## src/rtl/eq_search_ctrl.sv

```systemverilog
// ---------------------------------------------------------------------------
// eq_search_ctrl
//
// Sequencer that time-shares one external 16-bit equality comparator to
// search an NENTRIES-deep, combinational-read table for a 16-bit key. It
// walks the table one entry per cycle and reports the lowest matching index,
// or a miss.
//
// Ports
//   clk       in   1   clock
//   rst       in   1   asynchronous active-high reset
//   req_val   in   1   request valid
//   req_rdy   out  1   request ready (high only while idle)
//   req_key   in   16  search key, captured when the request is accepted
//   tbl_addr  out  AW  table read address
//   tbl_data  in   16  table read data, combinational from tbl_addr
//   cmp_in0   out  16  comparator operand 0 (the captured key)
//   cmp_in1   out  16  comparator operand 1 (the current table word)
//   cmp_eq    in   1   comparator result
//   resp_val  out  1   response valid
//   resp_rdy  in   1   response ready
//   resp_hit  out  1   1 = a match was found
//   resp_idx  out  AW  matching index (0 on a miss)
// ---------------------------------------------------------------------------
module eq_search_ctrl #(
  parameter  int NENTRIES = 8,
  localparam int AW       = $clog2(NENTRIES)
) (
  input  logic          clk,
  input  logic          rst,
  input  logic          req_val,
  output logic          req_rdy,
  input  logic [15:0]   req_key,
  output logic [AW-1:0] tbl_addr,
  input  logic [15:0]   tbl_data,
  output logic [15:0]   cmp_in0,
  output logic [15:0]   cmp_in1,
  input  logic          cmp_eq,
  output logic          resp_val,
  input  logic          resp_rdy,
  output logic          resp_hit,
  output logic [AW-1:0] resp_idx
);

  typedef enum logic [1:0] {
    IDLE = 2'd0,
    SCAN = 2'd1,
    RESP = 2'd2
  } state_t;

  state_t        state;
  logic [15:0]   key_reg;
  logic [AW-1:0] idx;
  logic          hit_reg;
  logic          last;

  assign last = (idx == AW'(NENTRIES - 1));

  // Sequencer. The SCAN step is written with bitwise OR and ternaries rather
  // than an if/else on cmp_eq, so an unknown comparator result shows up as an
  // unknown state/response instead of silently being taken as a miss.
  always_ff @(posedge clk or posedge rst) begin
    if (rst) begin
      state   <= IDLE;
      key_reg <= '0;
      idx     <= '0;
      hit_reg <= 1'b0;
    end else begin
      case (state)
        IDLE: begin
          if (req_val) begin
            key_reg <= req_key;
            idx     <= '0;
            state   <= SCAN;
          end
        end
        SCAN: begin
          state   <= (cmp_eq | last) ? RESP : SCAN;
          hit_reg <= cmp_eq;
          idx     <= cmp_eq ? idx : (last ? '0 : idx + 1'b1);
        end
        RESP: begin
          if (resp_rdy) state <= IDLE;
        end
        default: state <= IDLE;
      endcase
    end
  end

  // Everything the requester and responder see is decoded from registers
  // only, so neither handshake has a combinational path through this block.
  assign req_rdy  = (state == IDLE);
  assign resp_val = (state == RESP);
  assign resp_hit = (state == RESP) & hit_reg;
  assign resp_idx = (state == RESP) ? idx : '0;

  assign tbl_addr = idx;
  assign cmp_in0  = key_reg;
  assign cmp_in1  = tbl_data;

endmodule

```

## config.mk

```make
export PLATFORM = sky130hd
export DESIGN_NAME = eq_search_ctrl
export DESIGN_NICKNAME = d
export VERILOG_FILES = /design/src/rtl/eq_search_ctrl.sv
export SDC_FILE = /design/constraint.sdc
export NUM_CORES = 1
export LEC_CHECK = 0
export ABC_AREA = 1
export CAP_MARGIN = 20
export CORE_ASPECT_RATIO = 1.5
export CORE_MARGIN = 4
export CORE_UTILIZATION = 34
export CTS_CLUSTER_SIZE = 25
export DETAILED_ROUTE_END_ITERATION = 16
export HOLD_SLACK_MARGIN = 0.12
export PLACE_DENSITY = 0.8
export RECOVER_POWER = 25
export SLEW_MARGIN = 10
export SYNTH_ARGS = -nofsm -noshare
export SYNTH_HDL_FRONTEND = slang
export SYNTH_SLANG_ARGS = --single-unit
```

## constraint.sdc

```tcl
create_clock -name clk -period 1.4 [get_ports clk]
set_clock_uncertainty 0.1 [all_clocks]
set_input_delay 0.28 -clock clk [delete_from_list [all_inputs] [get_ports clk]]
set_output_delay 0.28 -clock clk [all_outputs]
set_load 0.01 [all_outputs]
```

==> impl_metrics.csv <==
group,metric,value,unit
place,post_dp_cell_area,1521,µm²
final_layout,instances_no_fill,215,
place,place_inst,203,
place,dpl.hpwl,1790,µm
yosys,synth_compound_area_share,1.254,%
yosys,ys_warn_count,0,
place,place_congestion,0.6725,
pwr,leakage,0.8979,nW
drt,vias,937,
sta,setup_viol,5,
global_route,grt_first_pass_wirelength,3801,µm
drt,routed_via_density,4.358,
drt,met1Wirelength,892,µm
run_status,outcome,"complete, but fails checks",
final_layout,layout-drive-gt1-share,20.57,%
cts,clockBufferDepth,2,
yosys,yosysMostFrequentCell,"nand2_1",
yosys,synth_top_family_by_area,"simple AND/OR/NAND/NOR gates",
yosys,async_flop_share,100.0,%
cts,root_buffer,"clkbuf_8",
final_layout,nets,215,
floorplan,io-pin-count,78,
pwr,power_density,1996,nW/µm²
yosys,yosysTopAreaCell,"dfrtp_1",
drt,routed-wl-met2,1400,µm
yosys,synth_area_leaders,"dfrtp_1 50%, nand2_1 14%, buf_4 12%, nand3_1 9.1%, inv_1 3.8%",
yosys,ys.flop_type,"dfrtp_1",
yosys,ys_ff_latch,22,
drt,wl_per_cell,11.30,µm
setup_path,path_class,"register to primary output",
yosys,synthXorXnorAreaFrac,0,%
sta,slew_viol_final,0,
floorplan,die_w,54.39,µm
global_route,grt_pass1_vias,868,
sta,whs,0.2564,ns
final_layout,largest_reg_flops,16,
cts,cts.sinks,22,
yosys,synthMuxAreaShare,0,%
floorplan,rows,25,
yosys,synth_area,1097,µm²
sta,rsz0062_at_grt,"yes",
sta,clock.fmax,0.6893,GHz
drt,drt-initial-drc-count,11,
sta,timing.slew.headroom,81.78,%
yosys,synthAdderAreaFrac,2.281,%
drt,dr_wl_met3,124,µm
sta,tightest_slew,0.2733,ns
final_layout,diodes,0,
yosys,synth_top_cell_area_share,50.17,%
drt,drt-total-wl,2430,µm
min_path,hold_path_class,"input pin to asynchronous set/reset pin",
cts,cts.clk_slew.worst_paths,0.08,ns
yosys,ys_types,14,
global_route,antenna_found_initial,0,
flow_run,drv_cap,0,
yosys,synth-simple-area-share,28.28,%
floorplan,die-area,4219,µm²
setup_path,crit_fanout,6,
yosys,syn_area_per_cell,8.441,µm²
sta,period_needed,1.451,ns
cts,clk_latency,0.25,ns
yosys,synth_edf_count,0,
global_route,grt_max_degree,23,
cts,cts_tree,"yes",
sta,min_period_over_period,103.6,%
run_status,violations,"setup timing",
cts,cts_buffers,3,
yosys,netlist_top_cells_count,"42 x nand2_1, 22 x dfrtp_1, 20 x nand3_1",
setup_path,worstPathRequired,1.02,ns
yosys,syn_inst,130,
floorplan,start_util,35.08,%
drt,drcViolationCount,0,
sta,timing.final.ws_setup,-0.05076,ns
final_layout,final_area,1657,µm²
yosys,yosysSeqAreaShare,50.17,%
drt,topRoutingLayerUsed,"met4",
global_route,grt_use_total,11.93,%
setup_path,start_kind,"register",
drt,antenna_left,0,
global_route,grt-ovfl-total,0,
pwr,peakVddDrop,1279,µV
floorplan,core-area,3128,µm²
place,io_buffers,45,
sta,timing_hold_violations_final,0,
final_layout,area_growth_syn_to_layout,50.97,%
yosys,synth_nets,169,
cts,cts-htree-levels,1,
floorplan,die_h,77.58,µm
setup_path,crit_path_end_kind,"primary output",
drt,drt_first_pass_iters,4,
setup_path,crit_arrival,1.07,ns
layout by cell type (no fill, tap or decap), drive strengths merged:
cell           count
nand2             43
dfrtp             22
buf               22
nand3             20
clkdlybuf4s50     20
dlygate4sd2       18
inv               11
nor2               7
clkbuf             6
nand4              2
ha                 2
o21a               1
o22ai              1
per-layer routing:
metal	up-vias	global-route usage, %
li1	485	-
met3	2	2.111
met1	426	11.98
met5	-	0
met2	24	23.38
met4	0	2.743
per-stage QoR:
stage	total power, mW	setup WS (ns)	TNS (ns)	util [%]
floorplan	1.910	0.1724	0	-
global placement	2.731	-0.1985	-1.011	48.64
detailed placement	2.770	-0.2168	-1.089	48.64
CTS	3.005	-0.04451	-0.1547	49.04
global route	3.584	-0.1029	-0.6584	52.96
finish	3.307	-0.05076	-0.1459	52.96
worst paths after layout:
kind,start,to,slack (ns),depth (start not counted)
setup / recovery,state[0]$_DFFE_PP0P_,resp_idx[1],-0.05,4
max in group asynchronous,rst,cmp_in0[7]$_DFFE_PP0P_,0.72,3
hold / removal,rst,cmp_in0[6]$_DFFE_PP0P_,0.26,3
min in group clk,cmp_in0[15]$_DFFE_PP0P_,cmp_in0[15]$_DFFE_PP0P_,0.37,2
hold reg to reg,cmp_in0[15]$_DFFE_PP0P_,cmp_in0[15]$_DFFE_PP0P_,0.37,2
setup reg to reg,state[0]$_DFFE_PP0P_,tbl_addr[0]$_DFFE_PP0P_,0.04,7
final cells by class:
| cell class | count | area, µm² |
|---|---|---|
| fill | 301 | 1471 |
| timing repair buffer | 62 | 574.3 |
| sequential | 22 | 550.5 |
| multi-input combinational | 76 | 385.4 |
| clock buffer | 4 | 55.05 |
| tap | 40 | 50.05 |
| inverter | 11 | 41.29 |
timing repair:
item | in CTS | in global routing
cloned | 0 | 1
setup buffers | 0 | 7
endpoints found under the setup margin | 29 | 26
hold buffers | 0 | 0
pin swaps | 1 | 3
gates resized for setup | 47 | 12
critical path, stage by stage, from the launching register on:
cell and delay [ns]:
dfrtp_1 0.39, inv_1 0.07, nand2_2 0.09, nor2_1 0.12, buf_2 0.14
power by group:
group	total, mW	switching, mW	internal [mW]
logic	1.78	0.861	0.924
registers	1.09	0.158	0.927
clock network	0.437	0.187	0.250
total	3.31	1.21	2.10
logic make-up after synthesis:
kind of cell,count (synthesis)
and+or+nand+nor,72
buffers and inverters,32
DFF,22
AOI/OAI and AO/OA,2
adders and majority gates,2
Note: power is estimated with default switching activity, not from simulation.
